### config.mk
export PLATFORM = sky130hd
export DESIGN_NAME = delay_timer_arbiter
export DESIGN_NICKNAME = d
export VERILOG_FILES = /design/src/rtl/delay_timer_pkg.sv /design/src/rtl/rr_arbiter.sv /design/src/rtl/delay_timer_arbiter.sv
export SDC_FILE = /design/constraint.sdc
export NUM_CORES = 1
export LEC_CHECK = 0
export CAP_MARGIN = 30
export CORE_MARGIN = 1.5
export CORE_UTILIZATION = 45
export CTS_CLUSTER_DIAMETER = 200
export DETAILED_ROUTE_END_ITERATION = 8
export HOLD_SLACK_MARGIN = 0.08
export PLACE_DENSITY = 0.76
export SLEW_MARGIN = 5
export SYNTH_ARGS = -nofsm -noshare
export SYNTH_HDL_FRONTEND = slang
export SYNTH_HIERARCHICAL = 1
export SYNTH_SLANG_ARGS = --single-unit
export TNS_END_PERCENT = 20
### constraint.sdc
create_clock -name CLK -period 3.7 [get_ports CLK]
set_input_delay 0.555 -clock CLK [delete_from_list [all_inputs] [get_ports CLK]]
set_output_delay 0.555 -clock CLK [all_outputs]
set_load 0.01 [all_outputs]
### src/rtl/delay_timer_pkg.sv
// delay_timer_pkg: shared types and constants for the delay timer arbiter.
//   state_t  - FSM encoding (IDLE, LOAD, RUN, DONE)
//   DEF_*    - default requester count and counter width
//   delay_t  - delay value at the default counter width
//   rr_next  - round-robin successor of a requester index
package delay_timer_pkg;

    typedef enum logic [1:0] {
        IDLE = 2'd0,
        LOAD = 2'd1,
        RUN  = 2'd2,
        DONE = 2'd3
    } state_t;

    localparam int DEF_NUM_REQ      = 4;
    localparam int DEF_NUM_CNT_BITS = 4;

    typedef logic [DEF_NUM_CNT_BITS-1:0] delay_t;

    function automatic int rr_next(input int idx, input int n);
        return (idx + 1) % n;
    endfunction

endpackage

### src/rtl/rr_arbiter.sv
// rr_arbiter: combinational round-robin pick.
//   req        in  NUM_REQ : request vector
//   rr_ptr     in  IDX_W   : index with highest priority this round
//   valid      out 1       : some request is set
//   winner_idx out IDX_W   : first set bit at or after rr_ptr, wrapping
//   winner_oh  out NUM_REQ : one-hot form of winner_idx
module rr_arbiter
    import delay_timer_pkg::*;
#(
    parameter int NUM_REQ = DEF_NUM_REQ,
    parameter int IDX_W   = $clog2(NUM_REQ)
) (
    input  logic [NUM_REQ-1:0] req,
    input  logic [IDX_W-1:0]   rr_ptr,
    output logic               valid,
    output logic [IDX_W-1:0]   winner_idx,
    output logic [NUM_REQ-1:0] winner_oh
);

    logic [IDX_W-1:0] pos;

    always_comb begin
        valid      = 1'b0;
        winner_idx = '0;
        winner_oh  = '0;
        pos        = '0;
        // Scan from rr_ptr upward; the first hit wins.
        for (int i = 0; i < NUM_REQ; i++) begin
            pos = IDX_W'((int'(rr_ptr) + i) % NUM_REQ);
            if (!valid && req[pos]) begin
                valid          = 1'b1;
                winner_idx     = pos;
                winner_oh[pos] = 1'b1;
            end
        end
    end

endmodule

### src/rtl/delay_timer_arbiter.sv
// delay_timer_arbiter: time-shares one flex_counter among NUM_REQ requesters.
// The round-robin winner's delay is loaded into the counter, the counter is
// cleared and run to rollover, then a one-cycle done pulse goes to the winner.
//   CLK, nRST          : clock, asynchronous active-low reset
//   req, delay_val     : per-requester level request and delay (sampled at grant)
//   grant, done, busy  : owner one-hot, completion pulse, not-idle flag
//   cnt_*              : connections to the shared flex_counter
// Optional build macro DELAY_TIMER_ARB_ABORT_EN: the owner dropping req in
// LOAD or RUN abandons the delay (no done) and returns to IDLE.
module delay_timer_arbiter
    import delay_timer_pkg::*;
#(
    parameter int NUM_REQ      = DEF_NUM_REQ,
    parameter int NUM_CNT_BITS = DEF_NUM_CNT_BITS
) (
    input  logic                                 CLK,
    input  logic                                 nRST,
    input  logic [NUM_REQ-1:0]                   req,
    input  logic [NUM_REQ-1:0][NUM_CNT_BITS-1:0] delay_val,
    output logic [NUM_REQ-1:0]                   grant,
    output logic [NUM_REQ-1:0]                   done,
    output logic                                 busy,
    output logic                                 cnt_clear,
    output logic                                 cnt_enable,
    output logic [NUM_CNT_BITS-1:0]              cnt_rollover_val,
    input  logic                                 cnt_rollover_flag,
    input  logic [NUM_CNT_BITS-1:0]              cnt_count_out
);

    localparam int IDX_W = $clog2(NUM_REQ);

    state_t                  state_q, state_d;
    logic [IDX_W-1:0]        rr_ptr_q, rr_ptr_d;
    logic [IDX_W-1:0]        owner_idx_q, owner_idx_d;
    logic [NUM_REQ-1:0]      owner_oh_q, owner_oh_d;
    logic [NUM_CNT_BITS-1:0] rollover_q, rollover_d;

    logic                    arb_valid;
    logic [IDX_W-1:0]        arb_idx;
    logic [NUM_REQ-1:0]      arb_oh;
    logic                    abort;
    logic [IDX_W-1:0]        ptr_after_owner;

    rr_arbiter #(.NUM_REQ(NUM_REQ), .IDX_W(IDX_W)) u_arb (
        .req        (req),
        .rr_ptr     (rr_ptr_q),
        .valid      (arb_valid),
        .winner_idx (arb_idx),
        .winner_oh  (arb_oh)
    );

`ifdef DELAY_TIMER_ARB_ABORT_EN
    assign abort = ~|(req & owner_oh_q);
`else
    assign abort = 1'b0;
`endif

    // The owner just served drops to lowest priority.
    assign ptr_after_owner = IDX_W'(rr_next(int'(owner_idx_q), NUM_REQ));

    always_ff @(posedge CLK or negedge nRST) begin
        if (!nRST) begin
            state_q     <= IDLE;
            rr_ptr_q    <= '0;
            owner_idx_q <= '0;
            owner_oh_q  <= '0;
            rollover_q  <= '0;
        end else begin
            state_q     <= state_d;
            rr_ptr_q    <= rr_ptr_d;
            owner_idx_q <= owner_idx_d;
            owner_oh_q  <= owner_oh_d;
            rollover_q  <= rollover_d;
        end
    end

    always_comb begin
        state_d     = state_q;
        rr_ptr_d    = rr_ptr_q;
        owner_idx_d = owner_idx_q;
        owner_oh_d  = owner_oh_q;
        rollover_d  = rollover_q;
        unique case (state_q)
            IDLE: begin
                if (arb_valid) begin
                    owner_idx_d = arb_idx;
                    owner_oh_d  = arb_oh;
                    rollover_d  = delay_val[arb_idx];
                    state_d     = LOAD;
                end
            end
            LOAD: begin
                if (abort) begin
                    rr_ptr_d = ptr_after_owner;
                    state_d  = IDLE;
                end else if (rollover_q == '0) begin
                    state_d = DONE;
                end else begin
                    state_d = RUN;
                end
            end
            RUN: begin
                if (abort) begin
                    rr_ptr_d = ptr_after_owner;
                    state_d  = IDLE;
                end else if (cnt_rollover_flag) begin
                    state_d = DONE;
                end
            end
            DONE: begin
                rr_ptr_d = ptr_after_owner;
                state_d  = IDLE;
            end
            default: state_d = IDLE;
        endcase
    end

    always_comb begin
        grant            = (state_q == LOAD || state_q == RUN) ? owner_oh_q : '0;
        done             = (state_q == DONE) ? owner_oh_q : '0;
        busy             = (state_q != IDLE);
        cnt_clear        = (state_q == LOAD);
        cnt_enable       = (state_q == RUN) && !cnt_rollover_flag;
        cnt_rollover_val = rollover_q;
    end

    // The counter is cleared in LOAD and stops at rollover, so it can never
    // pass the loaded value while running.
    run_count_in_range: assert property (@(posedge CLK) disable iff (!nRST)
        (state_q == RUN) |-> (cnt_count_out <= rollover_q));

endmodule

==> results of run 1 <==
## routing by layer
metal,part of all wire (%),GRT usage (%)
met1,37,19.1
met2,56,37.3
met3,5.0,4.92
met4,1.9,8.75
met5,0,0
## kinds of logic (layout without fill, tap and decap cells)
kind of cell,Yosys count,after routing
AO/OA/AOI/OAI,21,21
XOR/XNOR,1,1
adder cells (fa/ha/maj),10,10
buffers and inverters,11,50
flip-flops,14,14
multiplexers,23,23
AND/OR/NAND/NOR,24,24
## flip-flops by register name (all words and copies together), names as in the netlist
register / cells
state_q: 2
rr_ptr_q: 2
cnt_rollover_val: 4
owner_idx_q: 2
owner_oh_q: 4
## worst register-to-register path, cell delays in order (launching register included)
cell,delay (ns)
dfrtp_1,0.59
inv_1,0.16
ha_1,0.39
mux4_2,0.39
a21oi_1,0.07
o31ai_1,0.65
mux4_1,0.64
mux2_2,0.27
## power groups by stage
stage / combinational [mW] / clock [mW] / sequential [mW]
after floorplan: 0.708 / 0 / 0.297
after global placement: 0.918 / 0 / 0.311
after detailed placement: 0.959 / 0 / 0.317
after CTS: 0.963 / 0.114 / 0.314
after global routing: 1.05 / 0.121 / 0.325
final: 0.957 / 0.112 / 0.315
## cell usage after synthesis (all sizes together)
cell / n / area, µm²
nand2: 2 / 7.51
a22oi: 8 / 60.1
o41a: 1 / 11.3
xnor2: 1 / 8.76
o211ai: 1 / 7.51
inv: 8 / 30.0
dfrtp: 14 / 350
and2b: 1 / 8.76
o21ai: 5 / 25.0
a32o: 1 / 10.0
mux2i: 2 / 20.0
nor2: 4 / 15.0
nand2b: 1 / 6.26
mux4: 8 / 203
mux2: 13 / 146
ha: 10 / 125
clkbuf: 1 / 3.75
nor4: 2 / 12.5
or2: 1 / 6.26
nor3: 1 / 5.00
buf: 2 / 22.5
nor2b: 2 / 12.5
o311ai: 1 / 8.76
o31ai: 2 / 15.0
and2: 9 / 56.3
a21oi: 2 / 10.0
nor4b: 1 / 23.8
## layout make-up
type / count / share of cell area, %
multi-input cells: 79 / 49.2
well taps: 30 / 2.29
flip-flops and latches: 14 / 21.4
inverters: 8 / 1.83
repair buffers: 38 / 23.1
clock buffers: 4 / 2.22
## path summary, 6_finish.rpt
kind / start / to / cells past startpoint
hold / removal: owner_idx_q[0] / rr_ptr_q[0] / 1
setup reg to reg: rr_ptr_q[0] / cnt_rollover_val[3] / 7
max in group asynchronous: nRST / cnt_rollover_val[0] / 1
setup / recovery: rr_ptr_q[0] / cnt_rollover_val[3] / 7
min in group asynchronous: nRST / state_q[1] / 1
hold reg to reg: owner_idx_q[0] / rr_ptr_q[0] / 1
## per-stage QoR
step	total power, mW	setup slack (ns)	util [%]	area (µm²)
after global routing	1.50	0.228	64.9	1640
after detailed placement	1.28	0.127	63.4	1600
after CTS	1.39	0.409	64.9	1640
final	1.38	0.437	64.9	1640
after global placement	1.23	0.176	63.4	1600
after floorplan	1.00	0.840	-	1210
==> metrics.md, run 1 <==
| Metric | Value |
|---|---|
| Clk_lat worst skew | 0.29 ns |
| WP buf/inv | 1 |
| Combinational power share | 69.2% |
| CP cell instances | inv_1 -> ha_1 -> mux4_2 -> a21oi_1 -> o31ai_1 -> mux4_1 -> mux2_2 |
| Syn_nets | 141 |
| Fraction of layout cells with a size suffix above 1 | 15.4% |
| Io pins | 42 |
| Reg2reg setup slack | 0.44 ns |
| Antenna Cells | 0 |
| PostCTS Resize Cnt | 0 |
| Synth Area in Compound Gates | 12.2% |
| Critical path class | flip-flop to flip-flop |
| Die Ht | ~55 µm |
| Floorplan die width | ~55 µm |
| Startpoint Class | flip-flop |
| Pwr dens | between 800 and 900 nW/µm² |
| CP max FO | 10 |
| First-pass iteration count of the detailed router | 4 |
| Total global-route track usage | 19.4% |
| Fin cells | around 170 |
| Nets | 181 |
| Leakage | 0.693 nW |
| Routed len/inst | between 10 and 15 µm |
| Core ar. | 2520 µm² |
| Slew Viols, Final | 0 |
| Largest family of logic cells by synthesized area | multiplexers |
| Mapped cell area | 1210 µm² |
| Multi-input gate area | 805 µm² |
| Routability congestion estimate from global placement | 0.709 |
| Largest net degree at the start of global routing | 15 |
| Switching power | approximately 0.57 mW |
| Max-Cap Viols | 0 |
| Post-Synth XOR/XNOR Area | 0.723% |
| Residual DRC | 0 |
| Simple-Gate Fraction of Synth Area | between 10% and 20% |
| Final setup fails | 0 |
| Reg area | approximately 350 µm² |
| Post-CTS Setup Bufs | 0 |
| Seq pwr share | between 20 and 25% |
| Clock Pin Slew Worst Setup and Hold Paths | around 0.08 ns |
| Layout fillers | 204 |
| Outcome | finished clean |
| Min Tclk post-route | 3.26 ns |
| Maximum VDD drop | about 0.54 mV |
| CP Data Arrival Time | 3.44 ns |
| Antenna Violating Nets Remaining | 0 |
| Row cnt | 18 |
| Final global-route overflow total | 0 |
| Longest Clk Path Bufs | 2 |
| Crit-path slowest cell | o31ai_1 |
| Antenna violations before repair | 0 |
| Number of buffers created by CTS | 3 |
| FMAX | 306 MHz |
| Switching portion of total power | 41.2% |
| CP Capture Type | flip-flop |
| Routed WL | 2580 µm |
| Most frequent cells in the layout | clkdlybuf4s50_1 (37), dfrtp_1 (14), mux2_2 (13) |
| Worst-Margin Slew | a little under 0.8 ns |
| Iter 0 DRT Violations | 10 |
| Final period utilization | 88.2% |
| Slowest stage delay, CP | 0.65 ns |
| Clock Sink Count | 14 |
| RSZ-0062 raised after global routing | no |
| DIE AREA | 3010 µm² |
| Syn avg cell area | between 10 and 15 µm² |
| Top Family by Delay on Critical Path | multiplexers |
| Flops & latches, synth | 14 |
| Adder-cell share of the synthesized area | roughly a tenth |
| CTS tree | done |
| Placed insts | around 170 |
| Number of global-route vias before repair | 965 |
| Clock share of power | slightly above 8% |
| Mux contribution to synthesized area | a little under a third |
| Ys Warns | 6 |
| CTS H-tree lvls | 1 |
| Hold Violations, Final | 0 |
| Area growth, synth to finish | 35.1% |
| Post-synthesis sequential area ratio | 28.9% |
| Synth cell types | 29 |
| Hold buffer count at cts | 0 |
| Most common cell after layout, fill and taps aside | clkdlybuf4s50_1 |
| Mapped Cells | ~100 |
| Final Hold Slack | around 0.5 ns |
| IO buf count | 37 |
| Worst path required time | 3.87 ns |
| Via/cell ratio | 5.91 |
| Hold Crit Class | flip-flop to flip-flop |
| Int Power | ~0.81 mW |
| Setup TNS | 0 ns |
| Slew margin rel. | ~47% |
| First-pass GRT wire length | 4030 µm |
| HPWL Detailed | between 2000 and 2500 µm |
| Clock root cell | clkbuf_4 |
| Clk_skew | 0.00527 ns |
| Initial Utilization | 48.0% |
| Vias | ~1,000 |
No activity file was read; power rests on OpenSTA's default activity.
==> run 2: changes to the inputs <==
==> constraint.sdc (replaced) <==
create_clock -name CLK -period 3.1 [get_ports CLK]
set_input_delay 0.465 -clock CLK [delete_from_list [all_inputs] [get_ports CLK]]
set_output_delay 0.465 -clock CLK [all_outputs]
set_load 0.01 [all_outputs]
==> run 2 against run 1 <==
Net effect:
- critical endpoint unchanged
- largest cell class unchanged
- sequential power up 8.6%
- utilization is 1.2 points higher
- sequential cell count is the same
- clock skew up 0.0020 ns
- hold slack gained 0.017 ns
- highest routed layer unchanged
==> metrics.md, run 2 (synthesis gave the netlist of run 1 again) <==
| Metric | Value |
|---|---|
| CTS H-tree lvls | 1 |
| RSZ-0062 raised after global routing | no |
| M1 GR Usage | 21.7% |
| Clk_lat worst skew | 0.28 ns |
| Nets | 187 |
| Max-Cap Viols | 0 |
| Hold Violations, Final | 0 |
| First-pass iteration count of the detailed router | 4 |
| Hold buffer count at cts | 0 |
| Fraction of layout cells with a size suffix above 1 | roughly 18% |
| CP Data Arrival Time | between 2 and 3 ns |
| Final period utilization | 89.0% |
| Number of global-route vias before repair | approximately 900 |
| Critical R2R Capture | cnt_rollover_val[3] |
| Switching power | 0.679 mW |
| HPWL Detailed | 2010 µm |
| Area growth, synth to finish | 37.7% |
| Routed WL | around 2500 µm |
| Overall power | 1.68 mW |
| Slowest stage delay, CP | 0.57 ns |
| Switching portion of total power | 40.3% |
| PostCTS Resize Cnt | 0 |
| Slew margin rel. | between 50% and 60% |
| Clock Pin Slew Worst Setup and Hold Paths | 0.08 ns |
| Longest Clk Path Bufs | 2 |
| CP cell instances | clkdlybuf4s50_1 -> mux4_1 -> inv_1 -> a21oi_1 -> o31ai_1 -> buf_4 -> mux4_1 -> mux2_2 |
| CP Capture Type | flip-flop |
| Finished Core Util | 66.1% |
| Top Usage Layer GRT | met2 |
| Met3 GRT Util | under 10% |
| Post-CTS Setup Bufs | 0 |
| Most common cell on crit path | mux4_1 |
| Startpoint Class | input pin |
| Hold depth | 1 |
| Core ar. | 2520 µm² |
| Hold Crit Class | flip-flop to flip-flop |
| Int Power | 1.01 mW |
| Row cnt | 18 |
| CP max FO | 6 |
| Final setup fails | 0 |
| Reg2reg setup slack | approximately 0.4 ns |
| Clk_skew | about 0.0073 ns |
| Pwr dens | 1010 nW/µm² |
| CTS tree | done |
| Antenna Violating Nets Remaining | 0 |
| Outcome | finished clean |
| Hold path start | owner_oh_q[3] |
| Routability congestion estimate from global placement | 0.750 |
| Setup TNS | 0 ns |
| Clock root cell | clkbuf_4 |
| FMAX | approximately 360 MHz |
| Reg2reg path depth | 8 |
| Via/cell ratio | 5.72 |
| Leakage | 0.716 nW |
| Critical path class | input pin to flip-flop |
| Residual DRC | 0 |
| Worst slack, placed | between 0.05 and 0.06 ns |
| Hold endpoint | owner_oh_q[3] |
| Slew Viols, Final | 0 |
| Number of buffers created by CTS | 3 |
| Most frequent cells in the layout | clkdlybuf4s50_1 (37), dfrtp_1 (14), mux2_2 (13) |
| Routed len/inst | 14.1 µm |
| Combinational power share | 73.7% |
| Seq pwr share | 20.3% |
| Crit-path slowest cell | mux4_1 |
| Initial Utilization | 48.0% |
| Floorplan die width | 54.9 µm |
| Final WS setup | roughly 0.34 ns |
| Antenna violations before repair | 0 |
| Total global-route track usage | 18.2% |
| First-pass GRT wire length | 3860 µm |
| Worst path required time | 3.26 ns |
| Antenna Cells | 0 |
| Vias | just over 1,000 |
| IO buf count | 37 |
| Maximum VDD drop | 0.620 mV |
| Clock share of power | roughly 6% |
| Worst-Margin Slew | around 0.6 ns |
| FF-to-FF Start | rr_ptr_q[1] |
| Final global-route overflow total | 0 |
| Most common cell after layout, fill and taps aside | clkdlybuf4s50_1 |
| Clock Sink Count | 14 |
| Io pins | 42 |
| Largest net degree at the start of global routing | 15 |
| DIE AREA | between 3000 and 4000 µm² |
| GRT met2 Usage | 32.3% |
| Iter 0 DRT Violations | 22 |
| Min Tclk post-route | 2.76 ns |
| Die Ht | 54.9 µm |
-- run 2: how the worst max path moves through the flow --
stage                 from                  end  slack, ns
2_1_floorplan  rr_ptr_q[0]  cnt_rollover_val[0]       0.24
3_3_place_gp        req[3]  cnt_rollover_val[0]       0.13
3_5_place_dp        req[3]  cnt_rollover_val[1]       0.05
4_1_cts             req[3]  cnt_rollover_val[1]       0.34
5_1_grt        rr_ptr_q[1]  cnt_rollover_val[3]       0.24
6_report            req[3]  cnt_rollover_val[3]       0.34
-- run 2: power by group through the flow --
stage	logic [mW]	registers [mW]	clock network (mW)
5_1_grt	1.36	0.354	0.111
3_5_place_dp	1.24	0.348	0
6_report	1.24	0.342	0.101
3_3_place_gp	1.20	0.341	0
2_1_floorplan	0.845	0.354	0
4_1_cts	1.25	0.343	0.104
-- run 2: per-layer routing --
layer  vias up  routed length [µm]
met5         -                   0
met4         0                  24
met3         6                 129
met2        45                1320
met1       482                1030
li1        486                   -
-- run 2: area by class of cell --
type / instances / area (µm²)
fill: 206 / 855
multi-input combinational: 79 / 805
timing repair buffer: 44 / 423
sequential: 14 / 350
tap: 30 / 37.5
inverter: 8 / 30.0
clock buffer: 3 / 22.5
-- run 2: worst max-delay path, delay by kind of cell --
family	cells	cell delay [ns]
multiplexers	3	1.39
buffers and inverters	3	0.79
AO/OA/AOI/OAI	2	0.27
-- run 2: through the flow --
stage	area [µm²]	hold WS, ns	cells
2_1_floorplan	1210	0.169	104
3_3_place_gp	1650	0.486	175
3_5_place_dp	1650	0.508	175
4_1_cts	1670	0.527	178
5_1_grt	1670	0.538	178
6_report	1670	0.526	178
